<file path="src/rtl/scroller_pkg.sv">
// Shared constants, state type and helpers for the parallax scroll sequencer.
package scroller_pkg;

    localparam int NUM_LAYERS = 4;
    localparam int LFSR_W     = 9;
    localparam int PHASE_W    = 3;
    localparam int PRESC_W    = 3;

    // Skyline LFSR feedback taps: new bit0 = bit[TAP_HI] ^ bit[TAP_LO]
    localparam int LFSR_TAP_HI = 8;
    localparam int LFSR_TAP_LO = 4;

    // Values every layer returns to on reset
    localparam logic [LFSR_W-1:0]  LFSR_SEED  = 9'h1FF;
    localparam logic [PHASE_W-1:0] PHASE_SEED = 3'd7;

    typedef enum logic [0:0] {
        ST_IDLE    = 1'b0,
        ST_ADVANCE = 1'b1
    } state_t;

    // Prescaler bits that must be zero for layer k to advance this frame.
    // Layers beyond the prescaler width only advance when the whole prescaler is zero.
    function automatic logic [PRESC_W-1:0] sel_mask(input int unsigned k);
        logic [PRESC_W-1:0] m;
        if (k >= 32'(PRESC_W)) begin
            m = {PRESC_W{1'b1}};
        end else begin
            m = PRESC_W'((32'd1 << k) - 32'd1);
        end
        return m;
    endfunction

endpackage

</file>
<file path="src/rtl/lfsr_stepper.sv">
// Single combinational step of a skyline LFSR: shift left, feedback into bit0.
module lfsr_stepper #(
    parameter int W = scroller_pkg::LFSR_W
) (
    input  logic [W-1:0] lfsr_in,
    output logic [W-1:0] lfsr_out
);
    import scroller_pkg::*;

    assign lfsr_out = {lfsr_in[W-2:0], lfsr_in[LFSR_TAP_HI] ^ lfsr_in[LFSR_TAP_LO]};

endmodule

</file>
<file path="src/rtl/scroll_layer_sequencer.sv">
// Per-frame parallax layer sequencer: walks the layers one per cycle after each
// accepted frame tick, advancing phase/LFSR state of the layers the prescaler
// selects, and issues line-load strobes that never expose half-advanced state.
module scroll_layer_sequencer #(
    parameter int NUM_LAYERS = scroller_pkg::NUM_LAYERS,
    parameter int LFSR_W     = scroller_pkg::LFSR_W,
    parameter int PHASE_W    = scroller_pkg::PHASE_W
) (
    input  logic                         clk,
    input  logic                         rst_n,
    input  logic                         frame_tick,
    input  logic                         line_start,
    input  logic                         pause,
    output logic [NUM_LAYERS*LFSR_W-1:0]  layer_lfsr,
    output logic [NUM_LAYERS*PHASE_W-1:0] layer_phase,
    output logic                         load_strobe,
    output logic                         busy,
    output logic                         adv_done,
    output logic                         overrun
);
    import scroller_pkg::*;

    localparam int IDX_W = (NUM_LAYERS > 1) ? $clog2(NUM_LAYERS) : 1;
    localparam logic [IDX_W-1:0] LAST_IDX = IDX_W'(NUM_LAYERS - 1);

    state_t                         state_q, state_d;
    logic [IDX_W-1:0]               idx_q, idx_d;
    logic [PRESC_W-1:0]             presc_q, presc_d;
    logic [PRESC_W-1:0]             p_q, p_d;
    logic                           pending_q, pending_d;
    logic [NUM_LAYERS*LFSR_W-1:0]   lfsr_q, lfsr_d;
    logic [NUM_LAYERS*PHASE_W-1:0]  phase_q, phase_d;
    logic                           load_strobe_q, load_strobe_d;
    logic                           busy_q, busy_d;
    logic                           adv_done_q, adv_done_d;
    logic                           overrun_q, overrun_d;

    logic                           frame_ok_s;
    logic                           layer_sel_s;
    logic [LFSR_W-1:0]              cur_lfsr_s;
    logic [LFSR_W-1:0]              next_lfsr_s;
    logic [PHASE_W-1:0]             cur_phase_s;

    // Layer currently addressed by idx feeds the one shared stepper
    assign cur_lfsr_s  = lfsr_q[idx_q*LFSR_W +: LFSR_W];
    assign cur_phase_s = phase_q[idx_q*PHASE_W +: PHASE_W];
    assign frame_ok_s  = frame_tick & ~pause;
    assign layer_sel_s = ((p_q & sel_mask(32'(idx_q))) == PRESC_W'(0));

    lfsr_stepper #(
        .W (LFSR_W)
    ) u_lfsr_stepper (
        .lfsr_in  (cur_lfsr_s),
        .lfsr_out (next_lfsr_s)
    );

    // Next-state, per-layer update and output pulse generation
    always_comb begin
        state_d       = state_q;
        idx_d         = idx_q;
        presc_d       = presc_q;
        p_d           = p_q;
        pending_d     = pending_q;
        lfsr_d        = lfsr_q;
        phase_d       = phase_q;
        load_strobe_d = 1'b0;
        adv_done_d    = 1'b0;
        overrun_d     = overrun_q;

        case (state_q)
            ST_IDLE: begin
                if (frame_ok_s) begin
                    // Snapshot the prescaler so every layer this frame sees the same P
                    state_d   = ST_ADVANCE;
                    idx_d     = {IDX_W{1'b0}};
                    p_d       = presc_q;
                    presc_d   = presc_q + PRESC_W'(1);
                    // A line arriving with the tick must wait for the advanced state
                    pending_d = line_start;
                end else begin
                    load_strobe_d = line_start;
                end
            end
            ST_ADVANCE: begin
                if (frame_ok_s) begin
                    overrun_d = 1'b1;
                end else begin
                    overrun_d = overrun_q;
                end

                if (line_start) begin
                    pending_d = 1'b1;
                end else begin
                    pending_d = pending_q;
                end

                if (layer_sel_s) begin
                    phase_d[idx_q*PHASE_W +: PHASE_W] = cur_phase_s + PHASE_W'(1);
                    if (cur_phase_s == {PHASE_W{1'b1}}) begin
                        lfsr_d[idx_q*LFSR_W +: LFSR_W] = next_lfsr_s;
                    end else begin
                        lfsr_d[idx_q*LFSR_W +: LFSR_W] = cur_lfsr_s;
                    end
                end else begin
                    phase_d[idx_q*PHASE_W +: PHASE_W] = cur_phase_s;
                end

                if (idx_q == LAST_IDX) begin
                    state_d       = ST_IDLE;
                    idx_d         = {IDX_W{1'b0}};
                    adv_done_d    = 1'b1;
                    // Deferred line loads collapse into one strobe alongside adv_done
                    load_strobe_d = pending_q | line_start;
                    pending_d     = 1'b0;
                end else begin
                    idx_d = idx_q + IDX_W'(1);
                end
            end
            default: begin
                state_d   = ST_IDLE;
                idx_d     = {IDX_W{1'b0}};
                pending_d = 1'b0;
            end
        endcase

        busy_d = (state_d == ST_ADVANCE);
    end

    // State and output registers with synchronous active-low reset
    always_ff @(posedge clk) begin
        if (!rst_n) begin
            state_q       <= ST_IDLE;
            idx_q         <= {IDX_W{1'b0}};
            presc_q       <= {PRESC_W{1'b0}};
            p_q           <= {PRESC_W{1'b0}};
            pending_q     <= 1'b0;
            lfsr_q        <= {NUM_LAYERS{LFSR_W'(LFSR_SEED)}};
            phase_q       <= {NUM_LAYERS{PHASE_W'(PHASE_SEED)}};
            load_strobe_q <= 1'b0;
            busy_q        <= 1'b0;
            adv_done_q    <= 1'b0;
            overrun_q     <= 1'b0;
        end else begin
            state_q       <= state_d;
            idx_q         <= idx_d;
            presc_q       <= presc_d;
            p_q           <= p_d;
            pending_q     <= pending_d;
            lfsr_q        <= lfsr_d;
            phase_q       <= phase_d;
            load_strobe_q <= load_strobe_d;
            busy_q        <= busy_d;
            adv_done_q    <= adv_done_d;
            overrun_q     <= overrun_d;
        end
    end

    assign layer_lfsr  = lfsr_q;
    assign layer_phase = phase_q;
    assign load_strobe = load_strobe_q;
    assign busy        = busy_q;
    assign adv_done    = adv_done_q;
    assign overrun     = overrun_q;

endmodule

</file>
<file path="config.mk">
export PLATFORM = sky130hd
export DESIGN_NAME = scroll_layer_sequencer
export DESIGN_NICKNAME = d
export VERILOG_FILES = /design/src/rtl/scroller_pkg.sv /design/src/rtl/lfsr_stepper.sv /design/src/rtl/scroll_layer_sequencer.sv
export SDC_FILE = /design/constraint.sdc
export NUM_CORES = 1
export LEC_CHECK = 0
export ABC_AREA = 1
export BUFFER_PORTS_ARGS = -buffer_cell sky130_fd_sc_hd__buf_2
export CAP_MARGIN = 20
export CORE_UTILIZATION = 45
export CTS_CLUSTER_DIAMETER = 80
export DETAILED_ROUTE_END_ITERATION = 10
export PLACE_DENSITY = 0.76
export SYNTH_ARGS = -nofsm -noshare
export SYNTH_HDL_FRONTEND = slang
export SYNTH_SLANG_ARGS = --single-unit
</file>
<file path="constraint.sdc">
create_clock -name clk -period 3 [get_ports clk]
set_clock_uncertainty 0.2 [all_clocks]
set_input_delay 0.3 -clock clk [delete_from_list [all_inputs] [get_ports clk]]
set_output_delay 0.3 -clock clk [all_outputs]
set_load 0.005 [all_outputs]
</file>
Word-level counts from Yosys, hierarchy flattened
Index checks and enable logic that the tools add are counted.
{"block": "totals", "word_cells": 65, "input_bits": 5, "regBits": 61}
{"block": "op_classes", "shift": 9, "n_bitwise": 6, "eq_ne": 4, "order_cmp": 1, "multipliers": 2, "n_addsub": 6, "mux": 21, "reduce_logical": 6}
{"op": "$bwmux W36", "n": 2}
{"op": "$shiftx A9 B34 Y36", "n": 2}
{"op": "$shiftx A3 B34 Y12", "n": 2}
{"op": "$mux W36", "n": 1}
{"op": "$shift A9 B34 Y36 const A", "n": 1}
{"op": "$shiftx A36 B7 Y9", "n": 1}
{"op": "$neg A4 Y34", "n": 1}
{"op": "$neg A6 Y34", "n": 1}
{"op": "$shift A3 B34 Y12 const A", "n": 1}
{"op": "$bwmux W12", "n": 2}
{"op": "$mux W12", "n": 1}
{"op": "$shiftx A12 B5 Y3", "n": 1}
{"op": "$reduce_and A2 Y1", "n": 5}
{"op": "$mux W1", "n": 8}
{"op": "$add A3 B1 Y3 const B", "n": 2}
{"op": "$mul A2 B4 Y6 const B", "n": 1}
{"op": "$pmux W1 S2", "n": 3}
{"op": "$mul A2 B2 Y4 const B", "n": 1}
{"op": "$mux W2", "n": 2}
{"op": "$pmux W2 S2", "n": 1}
{"op": "$and A3 B3 Y3", "n": 1}
{"op": "$eq A3 B3 Y1 const B", "n": 1}
{"op": "$logic_not A3 Y1", "n": 1}
{"op": "$mux W3", "n": 1}
{"op": "other kinds (11)", "n": 12}

Depth between registers and ports, before layout
Gate-level depths: netlist of run 1.
{"block": "depth", "ltp_word": 6, "depth_mapped": 15, "depth_no_buf": 13}

Cells and area by module
Synthesis of run 1 repeated with hierarchy kept, for this count alone.
{"block": "unflattened", "cells_unflattened": 489, "hier_area_um2": 3249.4}
{"mod": "scroll_layer_sequencer", "cells_per_inst": 476, "instances": 1, "seq_area_each_um2": 1221.2, "area_per_inst_um2": 3170.5}
{"mod": "lfsr_stepper", "cells_per_inst": 13, "instances": 1, "seq_area_each_um2": 0.0, "area_per_inst_um2": 78.8}

Least setup slack after synthesis of run 1
No wires, ideal clock.
{"block": "synth_timing", "path_type": "flip-flop to flip-flop", "startpoint": "register idx_q[1]", "endpoint": "register lfsr_q[2] (netlist: layer_lfsr[2])", "setup_slack_ns": 0.723, "arrival_ns": 1.943, "path_stages_with_launch": 15, "path_buffers": 2, "path_cell_list": "dfxtp_1 > buf_4 > inv_1 > buf_6 > nand3_1 > nand2_1 > inv_1 > ha_1 > ha_1 > inv_2 > nor2_1 > inv_1 > nor2_1 > o21ai_0 > nand3_1"}
{"block": "synth_between", "elab_chain_len": 6, "elab_cells_between_ends": 20, "classes_between": "add/sub: 2; mul: 2; order compare: 1; eq/ne: 1; shift: 6; mux: 4; bitwise: 2; reduce/logical: 2"}
{"item": "start, declared", "line_no": "scroll_layer_sequencer.sv:27", "text": "logic [IDX_W-1:0] idx_q, idx_d;"}
{"item": "start signal, assigned", "line_no": "scroll_layer_sequencer.sv:133", "text": "idx_q <= {IDX_W{1'b0}};"}
{"item": "start signal, assigned", "line_no": "scroll_layer_sequencer.sv:145", "text": "idx_q <= idx_d;"}
{"item": "$mul A2 B4 Y6 / $shl A1 B2 Y3 (equally long branches)"}
{"item": "$shiftx A36 B7 Y9 / $sub A3 B1 Y3 (equally long branches)", "line_no": "scroll_layer_sequencer.sv:45, scroller_pkg.sv:29"}
{"item": "$xor A1 B1 Y1 / $mux W3 (equally long branches)", "line_no": "lfsr_stepper.sv:10, scroller_pkg.sv:26"}
{"item": "$shiftx A9 B34 Y36 / $and A3 B3 Y3 (equally long branches)", "line_no": "scroll_layer_sequencer.sv:100, scroll_layer_sequencer.sv:48"}
{"item": "$bwmux W36 / $logic_not A3 Y1 (equally long branches)", "line_no": "scroll_layer_sequencer.sv:100, scroll_layer_sequencer.sv:48"}
{"item": "$mux W36 / $reduce_and A2 Y1 (equally long branches)"}
{"item": "end signal, assigned", "line_no": "scroll_layer_sequencer.sv:137", "text": "lfsr_q <= {NUM_LAYERS{LFSR_W'(LFSR_SEED)}};"}
{"item": "end signal, assigned", "line_no": "scroll_layer_sequencer.sv:149", "text": "lfsr_q <= lfsr_d;"}
{"item": "end, declared", "line_no": "scroll_layer_sequencer.sv:31", "text": "logic [NUM_LAYERS*LFSR_W-1:0] lfsr_q, lfsr_d;"}
Several ways; a longest one is shown, not always the timed one.
A chain may end at the register's enable or synchronous reset.

Worst setup path after layout of run 1
{"block": "layout_timing", "startpoint": "register idx_q[1]", "endpoint": "register lfsr_q[11] (netlist: layer_lfsr[11])"}
The elaborated chain is that of the path after synthesis.

==> results of run 1 <==
## through the flow
stage | util | worst slack, ns | total power, W | instance area, um2 | std cells
floorplan | - | 0.723 | 0.00119 | 3470 | 538
global placement | 0.512 | 0.407 | 0.00128 | 3770 | 676
detailed placement | 0.512 | 0.367 | 0.00129 | 3770 | 676
CTS | 0.535 | 0.336 | 0.00192 | 3950 | 691
global route | 0.535 | 0.104 | 0.00203 | 3950 | 691
finish | 0.535 | 0.317 | 0.00192 | 3950 | 691
## power groups by stage
stage	clock [W]	sequential, W	combinational, W
global route	0.000688	0.000871	0.000468
global placement	0	0.000885	0.000400
floorplan	0	0.000879	0.000309
detailed placement	0	0.000884	0.000402
finish	0.000644	0.000867	0.000412
CTS	0.000649	0.000867	0.000405
## cell usage in the layout, fill, tap and decap left out, types with 2 or more instances in the layout
| cell type | n |
|---|---|
| sky130_fd_sc_hd__nand2_1 | 183 |
| sky130_fd_sc_hd__nand3_1 | 96 |
| sky130_fd_sc_hd__dfxtp_1 | 60 |
| sky130_fd_sc_hd__buf_2 | 56 |
| sky130_fd_sc_hd__nor2_1 | 52 |
| sky130_fd_sc_hd__a21oi_1 | 25 |
| sky130_fd_sc_hd__o21ai_0 | 24 |
| sky130_fd_sc_hd__inv_1 | 23 |
| sky130_fd_sc_hd__clkbuf_8 | 11 |
| sky130_fd_sc_hd__inv_2 | 9 |
| sky130_fd_sc_hd__ha_1 | 9 |
| sky130_fd_sc_hd__buf_4 | 6 |
| sky130_fd_sc_hd__nor3_1 | 5 |
| sky130_fd_sc_hd__nand4_1 | 5 |
| sky130_fd_sc_hd__nand3_2 | 4 |
| sky130_fd_sc_hd__o21ai_1 | 3 |
| sky130_fd_sc_hd__o21ai_2 | 2 |
| sky130_fd_sc_hd__nor2_2 | 2 |
| sky130_fd_sc_hd__nor2_8 | 2 |
| sky130_fd_sc_hd__clkinv_2 | 2 |
## worst max-delay path by stage
| stage | from | endpoint | slack (ns) | cells after the start |
|---|---|---|---|---|
| floorplan | idx_q[1] | layer_lfsr[2] | 0.72 | 14 |
| global placement | idx_q[1] | layer_lfsr[12] | 0.41 | 12 |
| detailed placement | idx_q[1] | layer_lfsr[11] | 0.37 | 12 |
| CTS | idx_q[1] | layer_lfsr[11] | 0.34 | 12 |
| global route | idx_q[1] | layer_lfsr[11] | 0.10 | 12 |
| finish | idx_q[1] | layer_lfsr[11] | 0.32 | 12 |
## kinds of logic after synthesis
family	share of synthesized area
and+or+nand+nor	0.449
DFF	0.352
AOI/OAI and AO/OA	0.0866
buffers and inverters	0.0801
adders and majority gates	0.0325
## flip-flops by register name, indices dropped and copies added (netlist names)
| register | cells |
|---|---|
| pending_q | 1 |
| idx_q | 2 |
| layer_lfsr | 36 |
| p_q | 3 |
| presc_q | 3 |
| adv_done | 1 |
| load_strobe | 1 |
| layer_phase | 12 |
| overrun | 1 |
| busy | 1 |
## cell type report
| class | count | area [um2] | share of cell area |
|---|---|---|---|
| timing repair buffer | 63 | 335 | 0.0850 |
| clock inverter | 2 | 10.0 | 0.00254 |
| clock buffer | 12 | 155 | 0.0393 |
| sequential | 61 | 1220 | 0.310 |
| multi-input combinational | 421 | 1970 | 0.499 |
| inverter | 33 | 129 | 0.0327 |
| tap | 99 | 124 | 0.0314 |
## worst register-to-register path, cell delays in order (launching register included)
cell and delay, ns:
sky130_fd_sc_hd__dfxtp_1 0.58, sky130_fd_sc_hd__inv_1 0.16, sky130_fd_sc_hd__nand3_1 0.13, sky130_fd_sc_hd__nand2_1 0.08, sky130_fd_sc_hd__inv_1 0.07, sky130_fd_sc_hd__ha_1 0.17
sky130_fd_sc_hd__ha_1 0.33, sky130_fd_sc_hd__inv_2 0.17, sky130_fd_sc_hd__nor2_1 0.38, sky130_fd_sc_hd__nand3_1 0.13, sky130_fd_sc_hd__nand2_1 0.09, sky130_fd_sc_hd__nand2_1 0.06
sky130_fd_sc_hd__nand3_1 0.07
## routing by layer
layer / share of wire / up-vias
met5: 0 / -
met3: 0.063 / 17
met4: 0.017 / 0
met2: 0.41 / 146
li1: - / 1856
met1: 0.50 / 1697
## repair_timing
action | 4_1_cts | 5_1_grt
setup endpoints to repair | 0 | 0
endpoints found under the hold margin | 1 | 0
hold buffers | 1 | 0
gates resized for setup | 0 | 0
==> results.txt, run 1 <==
Yosys attributes the largest share of cell area to sky130_fd_sc_hd__dfxtp_1, sky130_fd_sc_hd__nand2_1, sky130_fd_sc_hd__nand3_1, sky130_fd_sc_hd__nor2_1, sky130_fd_sc_hd__a21oi_1. The total of flip-flops plus latches after synthesis came out at a little over 60. The maximum clock rate is 373 MHz. The worst hold path terminates at idx_q[1].

At the end of routability-driven placement, the weighted congestion stood at 0.934. The total number of nets in the final design came out at between 600 and 700. Detailed routing inserted a total of 3,716 vias. By count the netlist is led by sky130_fd_sc_hd__nand2_1, sky130_fd_sc_hd__nand3_1, sky130_fd_sc_hd__dfxtp_1. The library cell occupying the most area in the post-synthesis netlist is sky130_fd_sc_hd__dfxtp_1. The global-route met1 utilization is 0.375. In this run, CTS created clock tree buffers numbering 9. Detailed placement finished with a half-perimeter wire length of 7160 um. The total wirelength of the detailed-routed design is 9710 um.

The worst setup slack for register-to-register paths came out at 0.32 ns. The hold path depth is 6. The count of input and output buffers is 56. The cell count of the worst reg-to-reg path came out at 12. In this run the worst hold path is classified as in2reg. The buffer depth of the longest clock path is 2. The number of detailed-routing iterations run before antenna repair came out at 5. In this run the cell area of the synthesized design comes to between 3000 and 4000 um2. The number of nets in the synthesized netlist is 552. The total global-route track usage is 0.255. For this run, global-route usage on met3 was measured as 0.0398. The number of buffers and inverters on the critical path is 3. After clock tree synthesis, the clock-pin slew on the worst setup and hold paths is 0.07 ns.

Yosys mapped a number of flops with a built-in enable equal to 0. The average wire length per cell after detail routing is 14.0 um. The initial antenna violation count is 0. The count of warnings emitted by yosys came out at 0. The final worst hold slack is 0.199 ns. Setup total negative slack on the finished layout was measured at 0 ns. The chip height is 89.8 um. The startpoint kind of the worst setup timing path is a register.

Of the post-synthesis cell area, the dominant cell type holds 0.352. The share of synthesized area occupied by flip-flops and latches is 0.352. STA classifies the critical path endpoint as a register. The number of H-tree branching levels is 3. The internal portion of total power came out at 0.00130 W.

The sequential share of power is 0.451. The unique cell type count in the Yosys netlist is 30. The area of the core is between 7000 and 8000 um2.

The required time of the critical path is 3.08 ns. The share of async-settable or async-resettable flops after synthesis is 0. The sink count of the clock tree came out at 61. The type of the setup path with the least slack is reg2reg. The average cell area after synthesis came out at about 6.4 um2.

For met2 alone, demand over resource in global routing was 0.377. met2 is the most crowded layer. The die width is 89.8 um. The run finished with clean final reports. The worst slew margin relative to its limit came out at 0.488. The worst-margin pin slew is between 0.7 and 0.8 ns. The switching power summed over all nets is 0.000622 W. The largest net degree at the start of global routing came out at 53. The post-detailed-route count of antenna-violating nets came out at 0. Setup violations remaining at the end of the flow were counted as 0. For this design the static power due to leakage is 1.88 nW. Across the run, the number of max-cap violations was 0. The largest vdd supply drop came out at between 0.0002 and 0.0003 V. The via count of the first global-routing pass was 3,392.

The hold violation total from the final report is 0. The fraction of layout instances using a drive strength above 1 came out at 0.167. The number of diodes came out at 0. The number of placed I/O pins is 57. The minimum clock period after layout came out at 2.68 ns.

The total number of placement rows is 31. Setup repair after global routing left no endpoint under its margin. Of the total power, combinational logic draws 0.214. The largest fanout on the critical path came out at 12.

The proportion of total power due to net switching is 0.324. The number of setup buffers added after CTS came out at 0. The root buffer cell chosen for the clock tree is sky130_fd_sc_hd__clkbuf_8. The most frequently used flop master after synthesis is sky130_fd_sc_hd__dfxtp_1. The clock insertion delay at the later pin of the skew report came out at ~0.34 ns.

By instance count, the leading cell after synthesis is sky130_fd_sc_hd__nand2_1. The share of total power in the clock network is 0.335. The critical path goes through inv_1 > nand3_1 > nand2_1 > inv_1 > ha_1 > ha_1 > inv_2 > nor2_1 > nand3_1 > nand2_1 > nand2_1 > nand3_1.

The remaining global-route overflow is 0. The wire length of the first global-routing pass came out at 16,600 um. The cell count after synthesis came out at around 540. For this configuration, the core starts out at a cell density of 0.471. The startpoint of the worst-slack reg-to-reg timing path is idx_q[1]. The count of pins over their slew limit was 0.

The kind of cell with the highest combined delay on the critical path is simple AND/OR/NAND/NOR gates. The standard cell with the maximum stage delay on the critical path is sky130_fd_sc_hd__dfxtp_1. The floorplan step defined a die boundary enclosing 8060 um2. The maximum cell stage delay along the critical path is 0.58 ns. In the routed design, unresolved DRC markers number 0.

The areal power density over the cells came out at 487 nW/um2. The worst register-to-register path ends at layer_lfsr[11]. The synthesis-to-finish area growth is 13.7%. The data arrival time of the critical path came out at ~2.8 ns. The layout filler cell count came out at 773. The share of the clock period used by the worst path is 0.894.

The routed via count divided by cell count is 5.38. TritonCTS built the clock tree. The startpoint identified for the worst hold timing path is frame_tick. For this block, the initial DRC count from the detailed router was 323.
Power figures use the tool's default switching activity.
==> run 2, diff against run 1 <==
--- a/config.mk
+++ b/config.mk
@@ -8,10 +8,11 @@
 export ABC_AREA = 1
 export BUFFER_PORTS_ARGS = -buffer_cell sky130_fd_sc_hd__buf_2
 export CAP_MARGIN = 20
-export CORE_UTILIZATION = 45
+export CORE_UTILIZATION = 41
 export CTS_CLUSTER_DIAMETER = 80
+export CTS_CLUSTER_SIZE = 30
 export DETAILED_ROUTE_END_ITERATION = 10
-export PLACE_DENSITY = 0.76
+export PLACE_DENSITY = 0.71
 export SYNTH_ARGS = -nofsm -noshare
 export SYNTH_HDL_FRONTEND = slang
 export SYNTH_SLANG_ARGS = --single-unit
==> run 2 against run 1 <==
Non-clock buffer count shrank 1. Die area grew 9.5%. First-iteration DRC count grew 2.2%. Setup slack lost 0.069 ns. Wire length grew 4.2%.
==> results.txt, run 2 (synthesis results as in run 1) <==
The clock reaches the later pin of the worst-skew pair after 0.36 ns. The maximum clock rate is 363 MHz. The power consumption is 0.00202 W. For the pin with the worst max-slew slack, the measured transition is slightly above 0.8 ns. The standard cell with the maximum stage delay on the critical path is sky130_fd_sc_hd__dfxtp_1. After clock tree synthesis, the clock-pin slew on the worst setup and hold paths is around 0.070 ns. The largest vdd supply drop is roughly 0.00020 V. The largest fanout on the critical path is 11. The quantity of hold-fixing buffers added after cts came out at 1.

The largest net degree at the start of global routing is 52. The critical path is of the reg2reg type. The required time of the critical path came out at 3.09 ns. The number of placed I/O pins came out at 57. Once detail routing completed, the nets flagged for antenna violations numbered 0. Counting cells, the worst reg-to-reg path comes to 12. The post-route DRC violation count came out at 0. The via count of the first global-routing pass is 3,314.

The count of max-cap constraint violations came out at 0. The die area is approximately 9000 um2. The post-cts resize count is 0. The total number of nets in the final design is about 600. The library cells used most frequently in the layout, excluding fill and tap cells, are sky130_fd_sc_hd__nand2_1, sky130_fd_sc_hd__nand3_1, sky130_fd_sc_hd__dfxtp_1. The flip-flop count of the largest register, all copies and words added is 36. The hold path depth is 5. In the finished design, the share of the clock period the worst path needs comes to 0.917. The count of input and output buffers came out at 56. The final weighted congestion in routability-driven placement is 0.949. Walking the worst path, the cells encountered are inv_1 > nand3_1 > nand2_1 > inv_1 > ha_1 > ha_1 > inv_2 > nor2_1 > nand3_1 > nand2_1 > nand2_1 > nand3_1. Clock tree synthesis selected as its root buffer the cell sky130_fd_sc_hd__clkbuf_8. The count of pins over their slew limit came to 0. The areal power density over the cells came out at 508 nW/um2. The maximum cell stage delay along the critical path came out at 0.60 ns.

The worst setup path is captured at a register. The initial antenna violation count came out at 0. The hold violation total from the final report is 0.

The critical path crosses 12 cells after its start point. The library cell used most frequently in the layout, excluding fill and tap cells, is sky130_fd_sc_hd__nand2_1. The total negative slack for setup checks came out at 0 ns. The first-iteration detailed-routing DRC count came out at 330.

The chip height is approximately 94 um. The kind of cell with the highest combined delay on the critical path is simple AND/OR/NAND/NOR gates. The area of the core is 8220 um2. The filler cells instantiated in the layout total ~840.

The remaining global-route overflow is 0. The wire length of the first global-routing pass came out at about 16,000 um. The fraction of layout instances using a drive strength above 1 came out at 0.170.

The buffer depth of the longest clock path is 2. The average wire length per cell after detail routing came out at 14.5 um. 0 antenna diodes ended up in the layout. The run finished with clean final reports. The worst setup path is launched from a register.

The number of buffer and inverter instances along the worst setup path is 3. The worst path needs 2.75 ns of the cycle, external delays included. The die width came out at 94.0 um. Setup repair after global routing left no endpoint under its margin.

The total number of placement rows is 33. For this design the static power due to leakage is 1.89 nW. The total setup violations reported at the end of the flow is 0. The sink count of the clock tree came out at 61. The number of detailed-routing iterations run before antenna repair came out at 5. The total vias in the final route is around 3,800. The number of H-tree branching levels is 3. The combined flip-flop and latch cell area came out at 1220 um2.

The synthesis-to-finish area growth came out at 14.7%. The worst slew margin relative to its limit is 0.460. The worst hold path belongs to the class in2reg.

The half-perimeter wire length after detailed placement came out at 7320 um. The TritonCTS buffer count is 9. The number of setup buffers added after CTS is 0.

The initial cell density of the core came out at 0.422. The total global-route track usage is 0.241. The total wirelength of the detailed-routed design is approximately 10,000 um.

The data arrival time of the critical path is 2.84 ns. The routed via count divided by cell count is 5.40. The area taken by multi-input logic gates is 1970 um2. TritonCTS built the clock tree.
## run 2: cell types whose count changed in the layout (fill, tap and decap cells not counted), sizes merged
| cell | previous run | this run |
|---|---|---|
| clkinvlp | 0 | 3 |
| clkbuf | 12 | 10 |
| buf | 62 | 61 |
| bufinv | 0 | 1 |
## run 2: layer usage
metal,wire length [um],global-route usage
met3,803,0.0388
met1,4590,0.333
met2,4430,0.363
met5,0,0
met4,291,0.112
## run 2: cell type report
type,instances,share of cell area
tap,105,0.0330
multi-input combinational,421,0.495
timing repair buffer,62,0.0823
clock inverter,6,0.0157
clock buffer,10,0.0346
sequential,61,0.307
inverter,33,0.0324
## run 2: final timing paths
kind                                start             end  slack, ns
worst min-delay path                pause        idx_q[1]       0.17
worst min register to register  pending_q     load_strobe       0.26
worst max register to register   idx_q[1]  layer_lfsr[12]       0.25
worst max-delay path             idx_q[1]  layer_lfsr[12]       0.25
## run 2: tightest hold or removal path: cells and delay by family
| kind | cells | cell delay (ns) |
|---|---|---|
| buf+inv | 2 | 0.16 |
| simple gates | 2 | 0.11 |
| compound gates | 1 | 0.11 |
## run 2: metrics by stage
step           worst slack (ns)  hold WS [ns]  area (um2)  cells  utilization
2_1_floorplan             0.723         0.203        3470    538            -
3_3_place_gp              0.377         0.246        3770    681        0.459
3_5_place_dp              0.354         0.250        3770    681        0.459
4_1_cts                   0.322         0.171        3980    698        0.485
5_1_grt                  0.0158         0.212        3980    698        0.485
6_report                  0.249         0.166        3980    698        0.485
## run 2: power by group
part	leakage [nW]	switching (W)	internal, W	total (W)
clock network	0.0943	0.000344	0.000402	0.000747
logic	1.29	0.000283	0.000125	0.000408
registers	0.497	0.0000288	0.000841	0.000869
==> run 3, diff against run 2 <==
--- a/config.mk
+++ b/config.mk
@@ -12,6 +12,7 @@
 export CTS_CLUSTER_DIAMETER = 80
 export CTS_CLUSTER_SIZE = 30
 export DETAILED_ROUTE_END_ITERATION = 10
+export GPL_TIMING_DRIVEN = 0
 export PLACE_DENSITY = 0.71
 export SYNTH_ARGS = -nofsm -noshare
 export SYNTH_HDL_FRONTEND = slang
==> run 3 against run 2 <==
Final cell count up 2.6%. Largest cell class unchanged. Critical path depth increased by 2. Utilization up 2.0 points. Global-route usage up 2.1 points. Register-to-register slack improved by 0.02 ns. Non-clock buffer count up 18. Count of clock-buffer cells in the layout up 3. Wire length rose by 7.4%. Sequential power down 0.8%. Via count grew 3.3%. Critical endpoint is now layer_lfsr[23]. Largest power group is now the clock network. Sequential share of layout area is 1.2 points lower.
==> results.txt, run 3 (synthesis results as in run 1) <==
The number of H-tree branching levels is 3. Summed over all failing endpoints, the final setup total negative slack is 0 ns. The worst slew margin relative to its limit came out at 0.593. The total wirelength of the detailed-routed design is 10,900 um. The register clock-pin slew on the reported worst setup and hold paths is roughly 0.07 ns. The worst setup path startpoint is idx_q[1]. The post-route DRC violation count came out at 0. The pre-antenna-repair detailed-routing pass consisted of 5 iterations. The count of nets left with antenna violations once routing finished came out at 0. The count of input and output buffers came out at 56. The average wire length per cell after detail routing came out at 15.2 um.

The worst setup slack after layout is 0.266 ns. The fraction of layout instances using a drive strength above 1 is 0.180. The clock root buffer is sky130_fd_sc_hd__clkbuf_8.

The maximum cell stage delay along the critical path is 0.35 ns. The worst-margin pin slew is 0.610 ns. In this run, the number of DRC markers left after iteration 0 of detailed routing was ~320. For this design the total switching power over the nets is between 0.0006 and 0.0007 W. The post-route core utilization came out at 0.504. The share of total power in the clock network is 0.409.

The minimum clock period after layout is 2.73 ns. The initial cell density of the core is 0.422. The hold violation total from the final report is 0.

The internal portion of total power came out at 0.00154 W. In this run the worst hold path is classified as in2reg. The number of diodes is 0. The total global-route track usage came out at 0.261. The kind of cell with the highest combined delay on the critical path is buffers and inverters. Across all register-to-register paths, the minimum setup slack is 0.27 ns. The core region is 8220 um2. The slowest stage of the critical path is the sky130_fd_sc_hd__dfxtp_1 cell. The startpoint kind of the worst setup timing path is a register.

The die width came out at 94.0 um. The total instance count after detailed placement is 699. The sort of element at the end of the critical path is a register. The flow ran to the end, and the final reports show no timing, DRC or antenna violations. The total number of placement rows came out at 33. For this design the ratio of total power to cell area is 533 nW/um2.

The worst hold path was traced through 3 stages. The share of total power dissipated in sequential elements is 0.391. The filler-free cell count of the finished design is between 700 and 800. Across the run, the number of max-cap violations was 0. The critical path goes through buf_4 > inv_1 > buf_6 > nand3_1 > nand2_1 > inv_1 > ha_1 > ha_2 > inv_4 > nor2_1 > inv_2 > nor2_1 > o21ai_0 > nand3_1. For the worst setup path, the data required time is between 3 and 4 ns. The startpoint of the tightest hold check path is rst_n.

The number of cells on the worst reg-to-reg path is 14. Of the total power, the share spent switching nets is 0.302. The first global-routing pass estimated ~18,000 um of wire. The clock reaches the later pin of the worst-skew pair after 0.35 ns. The layout filler cell count is 858. The largest net degree at the start of global routing came out at 13. Leaving out fill and tap cells, the most frequent cells in the layout are sky130_fd_sc_hd__nand2_1, sky130_fd_sc_hd__nand3_1, sky130_fd_sc_hd__dfxtp_1. The total number of nets in the final design came out at 620. The number of setup buffers added after CTS is 0. The data arrival time of the critical path is 2.74 ns.

The flip-flop count of the largest register, all copies and words added is 36. The initial antenna violation count is 0. The startpoint of the worst-slack reg-to-reg timing path is idx_q[1]. The largest vdd supply drop is 0.000216 V.

The buffer depth of the longest clock path came out at 2. Setup repair after global routing left no endpoint under its margin. TritonCTS built the clock tree. The via count of the first global-routing pass came to approximately 3,500. The share of the clock period used by the worst path is 0.911.

The maximum clock rate is 366 MHz. The critical path contains buffers and inverters numbering 6 combined. The combinational power share came out at 0.200. The routed via count divided by cell count is 5.43. The final weighted congestion in routability-driven placement came out at around 0.90. The remaining global-route overflow is 0. In this run the worst path has a maximum fanout of 12. For this design the top-level I/O count stands at 57. Detailed routing inserted a total of 3,890 vias. The TritonCTS buffer count is 9. The critical path in this run is classified as reg2reg.

The leakage dissipation came out at 1.98 nW. The commonest non-fill, non-tap cell in the layout is sky130_fd_sc_hd__nand2_1. The half-perimeter wire length after detailed placement is about 8100 um. The synthesis-to-finish area growth came out at 19.4%. The chip height came out at 94.0 um. The path with the worst hold slack has its endpoint at adv_done. The capturing point of the worst reg2reg path is layer_lfsr[23]. The total setup violations reported at the end of the flow came out at 0.

The count of pins over their slew limit came out at 0. Before CTS, the worst setup slack after placement is 0.209 ns. The die area is 8830 um2.

The sink count of the clock tree is 61.
run 3: power groups by stage:
stage               Clock [W]  Combinational [W]  Sequential (W)
floorplan                   0           0.000309        0.000879
global placement            0           0.000423        0.000879
detailed placement          0           0.000427        0.000880
CTS                  0.000910           0.000430        0.000862
global route         0.000948           0.000496        0.000866
finish               0.000902           0.000442        0.000862
run 3: tightest hold or removal path: stages:
cell and delay [ns]:
sky130_fd_sc_hd__buf_2 0.12, sky130_fd_sc_hd__inv_1 0.12, sky130_fd_sc_hd__nor3_1 0.08
run 3: worst max path at each step:
stage	slack, ns	cells past startpoint	endpoint
after global routing	0.06	14	layer_lfsr[23]
after global placement	0.22	14	layer_lfsr[14]
after detailed placement	0.21	13	layer_lfsr[23]
final	0.27	14	layer_lfsr[23]
after CTS	0.19	14	layer_lfsr[14]
after floorplan	0.72	14	layer_lfsr[2]
run 3: through the flow:
stage	hold WS (ns)	cell area (um2)	total power [W]
2_1_floorplan	0.203	3470	0.00119
3_3_place_gp	0.242	3880	0.00130
3_5_place_dp	0.248	3880	0.00131
4_1_cts	0.111	4140	0.00220
5_1_grt	0.162	4140	0.00231
6_report	0.121	4140	0.00221
run 3: repair_timing:
action | CTS | global route
hold buffers | 1 | 0
hold endpoints to repair | 1 | 0
endpoints found under the setup margin | 0 | 22
resized for setup | 0 | 3
run 3: per-layer routing:
metal | GRT usage | wire length [um]
met1 | 0.364 | 4930
met5 | 0 | 0
met3 | 0.0566 | 887
met2 | 0.389 | 4740
met4 | 0.104 | 293
run 3: area by class of cell:
type                    count  area [um2]  area share
multi-input cells         421        1970       0.476
clock inverters             3        65.1      0.0157
flip-flops and latches     61        1220       0.295
repair buffers             57         290      0.0701
clock buffers              13         179      0.0432
well taps                 105         131      0.0317
plain buffers              23         151      0.0365
inverters                  33         131      0.0317
